[src/rtl/div_32_seq.sv]
// div_32_seq
// ----------
// Multi-cycle integer divider for the EXP4 datapath (DIV / DIVU). It
// computes quotient and remainder by restoring shift-subtract, retiring
// one quotient bit per clock. The control unit stalls while busy is high
// and writes LO <= Q and HI <= R when done pulses.
//
// Ports:
//   clk      : rising-edge clock
//   rst      : asynchronous reset, active-high
//   start    : request pulse, sampled only while idle
//   sign     : 1 = signed (DIV), 0 = unsigned (DIVU), latched with start
//   A        : dividend, latched with start
//   B        : divisor, latched with start
//   busy     : high while a request is in progress
//   done     : one-cycle pulse when Q/R/div_zero are valid
//   Q        : quotient (to LO)
//   R        : remainder (to HI)
//   div_zero : valid with done, 1 = divisor was zero
//
// Timing: start sampled at edge E0. The WIDTH iterations run on edges
// E1..E32, and the sign fix-up with the done pulse happens at E33. A zero
// divisor skips the iterations, so done rises at E1.

module div_32_seq #(
    parameter int WIDTH = 32
) (
    input  logic             clk,
    input  logic             rst,
    input  logic             start,
    input  logic             sign,
    input  logic [WIDTH-1:0] A,
    input  logic [WIDTH-1:0] B,
    output logic             busy,
    output logic             done,
    output logic [WIDTH-1:0] Q,
    output logic [WIDTH-1:0] R,
    output logic             div_zero
);

    localparam int CW = $clog2(WIDTH);

    typedef enum logic [1:0] {
        IDLE,
        RUN,
        FIX
    } state_t;

    state_t state, state_next;

    logic [CW-1:0]    count;
    logic [WIDTH:0]   rem;
    logic [WIDTH-1:0] dvd;
    logic [WIDTH-1:0] dsr;
    logic             sign_q;
    logic             a_neg;
    logic             b_neg;
    logic             zero_q;

    logic [WIDTH-1:0] a_abs;
    logic [WIDTH-1:0] b_abs;
    logic [WIDTH:0]   rem_shift;
    logic [WIDTH:0]   trial;
    logic             last_iter;

    // Magnitudes of the operands for signed requests. The most negative
    // value maps onto itself, which is the correct unsigned magnitude.
    // The remainder path is one bit wider than the operands, so a divisor
    // at or above 2^(WIDTH-1) never wraps. A clear top bit of the trial
    // difference means the subtraction did not borrow, so the quotient
    // bit is 1.
    always_comb begin
        a_abs     = A[WIDTH-1] ? -A : A;
        b_abs     = B[WIDTH-1] ? -B : B;
        rem_shift = {rem[WIDTH-1:0], dvd[WIDTH-1]};
        trial     = rem_shift - {1'b0, dsr};
        last_iter = (count == CW'(WIDTH - 1));
    end

    assign busy = (state != IDLE);

    // State register. A reset abandons any request in flight.
    always_ff @(posedge clk or posedge rst) begin
        if (rst) begin
            state <= IDLE;
        end else begin
            state <= state_next;
        end
    end

    // Next-state logic. A zero divisor skips the iteration phase entirely
    // and goes straight to the result stage.
    always_comb begin
        state_next = state;
        unique case (state)
            IDLE: begin
                if (start) begin
                    state_next = (B == '0) ? FIX : RUN;
                end
            end
            RUN: begin
                if (last_iter) begin
                    state_next = FIX;
                end
            end
            FIX: begin
                state_next = IDLE;
            end
            default: begin
                state_next = IDLE;
            end
        endcase
    end

    // Datapath. On acceptance, dvd holds the magnitude of the dividend,
    // or the raw dividend when the divisor is zero, because that value is
    // returned unchanged as the remainder. During RUN, dvd shifts left
    // while quotient bits are shifted into its LSB, so after the last
    // iteration it holds the unsigned quotient. Q, R and div_zero update
    // only in FIX and hold their values otherwise.
    always_ff @(posedge clk or posedge rst) begin
        if (rst) begin
            count    <= '0;
            rem      <= '0;
            dvd      <= '0;
            dsr      <= '0;
            sign_q   <= 1'b0;
            a_neg    <= 1'b0;
            b_neg    <= 1'b0;
            zero_q   <= 1'b0;
            done     <= 1'b0;
            div_zero <= 1'b0;
            Q        <= '0;
            R        <= '0;
        end else begin
            done <= 1'b0;
            unique case (state)
                IDLE: begin
                    if (start) begin
                        sign_q <= sign;
                        a_neg  <= A[WIDTH-1];
                        b_neg  <= B[WIDTH-1];
                        zero_q <= (B == '0);
                        rem    <= '0;
                        count  <= '0;
                        if (B == '0) begin
                            dvd <= A;
                        end else begin
                            dvd <= sign ? a_abs : A;
                        end
                        dsr <= sign ? b_abs : B;
                    end
                end
                RUN: begin
                    rem   <= trial[WIDTH] ? rem_shift : trial;
                    dvd   <= {dvd[WIDTH-2:0], ~trial[WIDTH]};
                    count <= count + CW'(1);
                end
                FIX: begin
                    done <= 1'b1;
                    if (zero_q) begin
                        Q        <= '1;
                        R        <= dvd;
                        div_zero <= 1'b1;
                    end else begin
                        Q        <= (sign_q && (a_neg != b_neg)) ? -dvd : dvd;
                        R        <= (sign_q && a_neg) ? -rem[WIDTH-1:0]
                                                      : rem[WIDTH-1:0];
                        div_zero <= 1'b0;
                    end
                end
                default: begin
                    done <= 1'b0;
                end
            endcase
        end
    end

endmodule
[config.mk]
export PLATFORM = sky130hd
export DESIGN_NAME = div_32_seq
export DESIGN_NICKNAME = d
export VERILOG_FILES = /design/src/rtl/div_32_seq.sv
export SDC_FILE = /design/constraint.sdc
export NUM_CORES = 1
export LEC_CHECK = 0
export CORE_AREA = 3 3 173 175
export DETAILED_ROUTE_END_ITERATION = 10
export DIE_AREA = 0 0 176 178
export SKIP_CTS_REPAIR_TIMING = 1
export SKIP_LAST_GASP = 1
export SLEW_MARGIN = 20
export SYNTH_ARGS = -nofsm -noshare
export SYNTH_HDL_FRONTEND = slang
export SYNTH_SLANG_ARGS = --single-unit
[constraint.sdc]
create_clock -name clk -period 9.9 [get_ports clk]
set_clock_uncertainty 0.15 [all_clocks]
set_input_delay 0.99 -clock clk [delete_from_list [all_inputs] [get_ports clk]]
set_output_delay 0.99 -clock clk [all_outputs]
set_load 0.02 [all_outputs]
# [Word level (Yosys, flattened, before mapping)]
# Index checks and enable logic that the tools add are counted.
[word_totals] regBits=173 input_bits=68 output_inout_bits=67 word_cells=57
[classes] n_addsub=6 n_eq_ne=6 mux=22 bitwise_logic=1 reduce_logical=9
[op_table] operator="$mux W32" count=12
[op_table] operator="$neg A32 Y32" count=4
[op_table] operator="$pmux W32 S2" count=2
[op_table] operator="$sub A33 B32 Y33" count=1
[op_table] operator="$logic_not A32 Y1" count=1
[op_table] operator="$pmux W5 S2" count=1
[op_table] operator="$mux W2" count=3
[op_table] operator="$reduce_and A2 Y1" count=3
[op_table] operator="$add A5 B1 Y5 const B" count=1
[op_table] operator="$eq A5 B5 Y1 const B" count=1
[op_table] operator="$mux W5" count=1
[op_table] operator="$ne A2 B2 Y1 const B" count=2
[op_table] operator="$pmux W2 S2" count=1
[op_table] operator="$reduce_bool A2 Y1" count=2
[op_table] operator="$eq A2 B1 Y1 const B" count=1
[op_table] operator="$eq A2 B2 Y1 const B" count=1
[op_table] operator="$logic_and A1 B1 Y1" count=2
[op_table] operator="$logic_not A2 Y1" count=1
[op_table] operator="$mux W1" count=2
[op_table] operator="$ne A1 B1 Y1" count=1
[op_table] operator="$not A1 Y1" count=1

# [Longest topological paths before layout]
# Gate-level depths: netlist of run 1.
[depth] depth_word=6 ltp_mapped=13

# [Least setup slack after synthesis of run 1]
# Ideal clock, no wire load.
[synth_timing] path_kind="input-to-reg" start="in B[6]" end="reg dvd[25]" setup_time_ns=0.131 t_arrival_ns=3.010 path_slack_ns=6.610 cell_stages=10 path_buffers=2 cell_sequence="or4_4 > or3_4 > nor3b_4 > a31oi_1 > and2_1 > buf_6 > buf_6 > o41ai_2 > xor2_1 > o21ai_1"
[synth_between] elab_chain_len=4
[synth_lines] item="start, declared" line_no="33" source="input logic [WIDTH-1:0] B,"
[synth_lines] item="$logic_not A32 Y1" line_no="146" source="if (B == '0) begin"
[synth_lines] item="$mux W32" line_no="146"
[synth_lines] item="$mux W32" line_no="139" source="if (start) begin"
[synth_lines] item="$pmux W32 S2" line_no="137" source="unique case (state)"
[synth_lines] item="end signal, assigned" line_no="149" source="dvd <= sign ? a_abs : A;"
[synth_lines] item="end signal, assigned" line_no="156" source="dvd <= {dvd[WIDTH-2:0], ~trial[WIDTH]};"
[synth_lines] item="end, declared" line_no="53" source="logic [WIDTH-1:0] dvd;"
# No other way between the ends. The select of a mux whose other input is x is not followed.
# A chain may end at the register's enable or synchronous reset.

# [Final worst setup path of run 1]
[layout_timing] start="in B[2]" end="reg dvd[23]"
# The elaborated chain is that of the path after synthesis.

==> flow_metrics.env, run 1 <==
export IMPL_status="complete, no violations"
export IMPL_comb_power_share=0.563
export IMPL_period_share=0.398
export IMPL_grt_max_degree=100
export IMPL_worstSkewPairLatency_ns=0.43
export IMPL_wl_per_cell_um=17.2
export IMPL_pwr_share_seq=0.296
export IMPL_yosys_cell_types_count=68
export IMPL_seq_area_frac_synth=0.379
export IMPL_hold_ws_ns=0.326
export IMPL_criticalPathCategory="input port to flop"
export IMPL_ir_drop_uv=233
export IMPL_ant_nets=0
export IMPL_final_common_cell="dfrtp_1"
export IMPL_num_vias=9857
export IMPL_cp_top_family="simple AND/OR/NAND/NOR gates"
export IMPL_power_leakage_nw=5.75
export IMPL_core_sq_mm=0.0286
export IMPL_gp_congestion=0.890
export IMPL_synth_top_area_share=0.379
export IMPL_min_delay_path_class="flop to flop"
export IMPL_grtUsageTotal=0.202
export IMPL_grt_pass1_vias=9298
export IMPL_clockBufferDepth=2
export IMPL_p_sw_w=0.00217
export IMPL_syn2layout_area_growth_pct=19.2
export IMPL_critPathMaxFanout=17
export IMPL_wl_mm=31.7
export IMPL_rsz0062_at_grt="no"
export IMPL_diodes=0
export IMPL_port_buffers=134
export IMPL_htree_levels=4
export IMPL_dpl_worst_slack_ns=5.52
export IMPL_setup_viol_count_final=0
export IMPL_clk_pin_slew_ns=0.07
export IMPL_final_cell_mix="172 x dfrtp_1, 171 x nand2_1, 166 x o21ai_0"
export IMPL_overflow=0
export IMPL_fin_ws_ns=5.96
export IMPL_swShare=0.467
export IMPL_ys_flop_type="dfrtp_1"
export IMPL_end_kind="flop"
export IMPL_worst_pin_slew_ns=0.907
export IMPL_fmax_ghz=0.254
export IMPL_critical_path_max_stage_delay_ns=0.51
export IMPL_drc=0
export IMPL_drive_gt1_frac=0.0493
export IMPL_grt_pass1_wl_mm=50.6
export IMPL_p_per_area_mw_per_mm2=341
export IMPL_final_cells=1843
export IMPL_slew_headroom=0.395
export IMPL_io_pins=135
export IMPL_yosys_warnings=0
export IMPL_drv_cap=0
export IMPL_cts_sinks=173
export IMPL_cts_tree="yes"
export IMPL_die_x_um=176
export IMPL_synthesis_area_sq_mm=0.0114
export IMPL_fin_area_sq_mm=0.0136
export IMPL_min_period_ns=3.94
export IMPL_synth_top_area_cell="dfrtp_1"
export IMPL_setup_tns_ns=0
export IMPL_syn_area_per_cell_sq_um=8.38
export IMPL_synth_edf_count=0
export IMPL_pwr_share_clk=0.141
export IMPL_antenna_found_initial=0
export IMPL_place_detailed_hpwl_mm=23.6
export IMPL_p_int_w=0.00247
export IMPL_syn_nets=1470
export IMPL_first_pass_iters=5
export IMPL_start_util=0.399
export IMPL_synth_async_reset_ratio=1.00
export IMPL_rows=62
export IMPL_ys_top_cells_by_area="dfrtp_1 38%, o21ai_0 7.3%, nand2_1 5.7%"
export IMPL_cts_buffers=17
export IMPL_fin_nets=1553
export IMPL_ys_ff_latch=173
export IMPL_critPathLaunchType="input port"
export IMPL_path_cells="clkdlybuf4s50_1, or3_1, nor3b_1, nor3b_4, a31oi_1, and2_1, o21ai_0, xor2_1, o21ai_0"
export IMPL_dp_cells=1810
export IMPL_cp_slowest_cell="nor3b_1"
export IMPL_dpl_cell_area_sq_mm=0.0130
export IMPL_finalHoldViolCount=0
export IMPL_vias_per_cell=5.35
export IMPL_die_y_um=178
export IMPL_cp_required_ns=10.02
export IMPL_cp_arrival_ns=4.06
export IMPL_cp_buffers_inverters=1
export IMPL_fp_dieArea_sq_mm=0.0313
export IMPL_slew_viol_final=0
export IMPL_cts_root_buffer="clkbuf_16"
export IMPL_drt_iter0_markers=823
export IMPL_cp_common_cell="o21ai_0"
export IMPL_syn_inst=1363
-- power by group through the flow --
stage / clock network (W) / registers, W / logic [W]
CTS: 0.000667 / 0.00137 / 0.00260
detailed placement: 0 / 0.00139 / 0.00259
floorplan: 0 / 0.00122 / 0.00206
global placement: 0 / 0.00138 / 0.00255
global route: 0.000703 / 0.00141 / 0.00294
finish: 0.000654 / 0.00137 / 0.00261
-- metrics by stage --
| step | utilization | power [W] |
|---|---|---|
| after CTS | 0.474 | 0.00464 |
| after global routing | 0.475 | 0.00506 |
| after floorplan | - | 0.00328 |
| final | 0.475 | 0.00464 |
| after global placement | 0.455 | 0.00393 |
| after detailed placement | 0.455 | 0.00397 |
-- metal layers --
| metal | part of all wire | GRT usage | vias up |
|---|---|---|---|
| li1 | - | - | 4991 |
| met1 | 0.49 | 0.291 | 4571 |
| met2 | 0.44 | 0.316 | 267 |
| met3 | 0.050 | 0.0285 | 28 |
| met4 | 0.024 | 0.0584 | 0 |
| met5 | 0 | 0 | - |
-- synth_stat cells, drive strengths merged, types with 19 or more instances --
master,n
xor2,67
mux2i,30
xnor2,73
o21ai,174
nor2,105
a22oi,32
ha,38
nor3,24
dfrtp,173
nand2,172
clkbuf,68
o31ai,19
a21oi,123
inv,53
-- cells by family (layout without fill, tap and decap cells) --
group / count (synthesis) / after routing / synth area share
AOI/OAI and AO/OA: 429 / 429 / 0.224
and+or+nand+nor: 416 / 416 / 0.171
buffers and inverters: 134 / 230 / 0.0463
muxes: 32 / 32 / 0.0283
xor gates and xnor gates: 140 / 140 / 0.107
adders and majority gates: 39 / 39 / 0.0434
DFF: 173 / 173 / 0.379
-- worst paths after layout --
check	startpoint	endpoint	slack, ns	cells past startpoint
max in group asynchronous	rst	dsr[21]	7.49	3
setup reg to reg	dvd[31]	rem[0]	6.21	12
min in group asynchronous	rst	Q[31]	0.86	2
hold / removal	dsr[18]	dsr[18]	0.33	2
setup / recovery	B[2]	dvd[23]	5.96	9
hold reg to reg	dsr[18]	dsr[18]	0.33	2
-- layout make-up --
cell class,instances,area [sq um]
fillers,2798,15000
multi-input cells,1056,6580
flip-flops and latches,173,4330
repair buffers,145,1440
well taps,384,480
clock buffers,17,425
inverters,53,204
clock inverters,15,143
-- flip-flops by register name, indices dropped and copies added (netlist names) --
register / count
count: 5
div_zero: 1
R: 32
state: 2
sign_q: 1
rem: 32
b_neg: 1
done: 1
a_neg: 1
Q: 32
dsr: 32
dvd: 32
zero_q: 1
-- worst reg2reg max path: stages (launching register included) --
cell and delay (ns):
dfrtp_1 0.42, inv_1 0.14, ha_1 0.25, fa_1 0.41, nor2b_1 0.17, o31a_1 0.19, o21ai_1 0.18, a21bo_2 0.27
a211o_1 0.27, o211ai_1 0.11, buf_4 0.48, mux2_2 0.41, o21ai_0 0.17
(Power assumes the default switching activity.)
==> run 2: changes to the inputs <==
Clock period 9.9 ns to 3.7 ns, I/O delays scaled along.
==> flow_metrics.env, run 2 (synthesis results as in run 1) <==
export IMPL_io_pins=135
export IMPL_start_util=0.399
export IMPL_drc=0
export IMPL_ir_drop_uv=611
export IMPL_drt_iter0_markers=869
export IMPL_status="complete, no violations"
export IMPL_ant_nets=0
export IMPL_core_sq_mm=0.0286
export IMPL_wl_mm=32.2
export IMPL_htree_levels=4
export IMPL_diodes=0
export IMPL_power_leakage_nw=5.88
export IMPL_grt_max_degree=66
export IMPL_worst_pin_slew_ns=0.855
export IMPL_end_kind="flop"
export IMPL_final_common_cell="dfrtp_1"
export IMPL_slew_viol_final=0
export IMPL_period_share=0.901
export IMPL_rsz0062_at_grt="no"
export IMPL_vias_per_cell=5.40
export IMPL_r2r_start="dvd[31]"
export IMPL_drive_gt1_frac=0.0635
export IMPL_worstSkewPairLatency_ns=0.43
export IMPL_dp_cells=1833
export IMPL_die_x_um=176
export IMPL_cts_sinks=173
export IMPL_die_y_um=178
export IMPL_fp_dieArea_sq_mm=0.0313
export IMPL_fmax_ghz=0.300
export IMPL_finalHoldViolCount=0
export IMPL_regToRegEndpoint="rem[4]"
export IMPL_min_period_ns=3.33
export IMPL_filler_cell_count=2762
export IMPL_slew_headroom=0.429
export IMPL_final_cell_mix="172 x dfrtp_1, 171 x nand2_1, 166 x o21ai_0"
export IMPL_cts_tree="yes"
export IMPL_min_delay_path_class="input port to asynchronous set/reset pin"
export IMPL_overflow=0
export IMPL_criticalPathCategory="flop to flop"
export IMPL_fin_area_sq_mm=0.0138
export IMPL_gp_congestion=0.902
export IMPL_antenna_found_initial=0
export IMPL_grt_pass1_wl_mm=50.9
export IMPL_setup_viol_count_final=0
export IMPL_reg2reg_slack_ns=0.37
export IMPL_critPathMaxFanout=26
export IMPL_cts_buffers=17
export IMPL_port_buffers=134
export IMPL_setup_tns_ns=0
export IMPL_worstRegToRegCells=13
export IMPL_fin_ws_ns=0.366
export IMPL_grt_pass1_vias=9309
export IMPL_syn2layout_area_growth_pct=21.1
export IMPL_rows=62
export IMPL_drv_cap=0
export IMPL_wl_per_cell_um=17.2
export IMPL_cp_required_ns=3.85
export IMPL_final_cells=1865
export IMPL_cp_arrival_ns=3.48
export IMPL_clockBufferDepth=2
export IMPL_num_vias=10100
export IMPL_place_detailed_hpwl_mm=24.5
export IMPL_cts_root_buffer="clkbuf_16"
export IMPL_clk_pin_slew_ns=0.08
export IMPL_dpl_cell_area_sq_mm=0.0132
export IMPL_first_pass_iters=5
export IMPL_fin_nets=1575
export IMPL_p_per_area_mw_per_mm2=918
export IMPL_critPathLaunchType="flop"
export IMPL_grtUsageTotal=0.204
export IMPL_dpl_worst_slack_ns=0.0821
[run 2: cell count changes in the layout (fill, tap and decap cells not counted), sizes merged]
cell and change:
clkinvlp -1, inv -3, clkinv +4, buf +22
[run 2: through the flow]
stage	total power (W)	hold WS, ns	util
detailed placement	0.0109	0.320	0.462
floorplan	0.00878	0.299	-
finish	0.0127	0.315	0.483
global placement	0.0108	0.308	0.462
global route	0.0138	0.354	0.483
CTS	0.0127	0.331	0.483
[run 2: worst max-delay path by stage]
| stage | startpoint | endpoint | slack [ns] | cells past startpoint |
|---|---|---|---|---|
| floorplan | dvd[31] | rem[19] | 0.77 | 13 |
| global placement | B[8] | dvd[23] | 0.12 | 9 |
| detailed placement | B[8] | dvd[6] | 0.08 | 9 |
| CTS | dvd[31] | rem[4] | 0.35 | 13 |
| global route | dvd[31] | rem[18] | 0.17 | 12 |
| finish | dvd[31] | rem[4] | 0.37 | 13 |
[run 2: layer usage]
metal  GRT usage  vias up  share of wire
met1       0.294     4702           0.48
li1            -     5043              -
met4      0.0581        0          0.021
met2       0.321      296           0.45
met3      0.0283       29          0.053
met5           0        -              0
[run 2: worst max-delay path, cell delays in order (launching register included)]
cell,delay [ns]
dfrtp_1,0.42
inv_1,0.09
ha_1,0.23
fa_1,0.41
nor2b_1,0.18
o31a_1,0.19
o21ai_1,0.14
a21bo_2,0.26
a211o_1,0.26
o211ai_1,0.13
buf_12,0.23
buf_4,0.19
mux2i_1,0.20
o21ai_0,0.10
[run 2: final cells by class]
| type | count | area, sq um | area share |
|---|---|---|---|
| multi-input cells | 1056 | 6580 | 0.476 |
| flip-flops and latches | 173 | 4330 | 0.313 |
| repair buffers | 167 | 1640 | 0.119 |
| well taps | 384 | 480 | 0.0347 |
| clock buffers | 17 | 425 | 0.0308 |
| inverters | 53 | 203 | 0.0147 |
| clock inverters | 15 | 168 | 0.0121 |
[run 2: power by group]
group / internal, W / switching [W]
clock network: 0.000912 / 0.000887
logic: 0.00329 / 0.00398
registers: 0.00260 / 0.00103
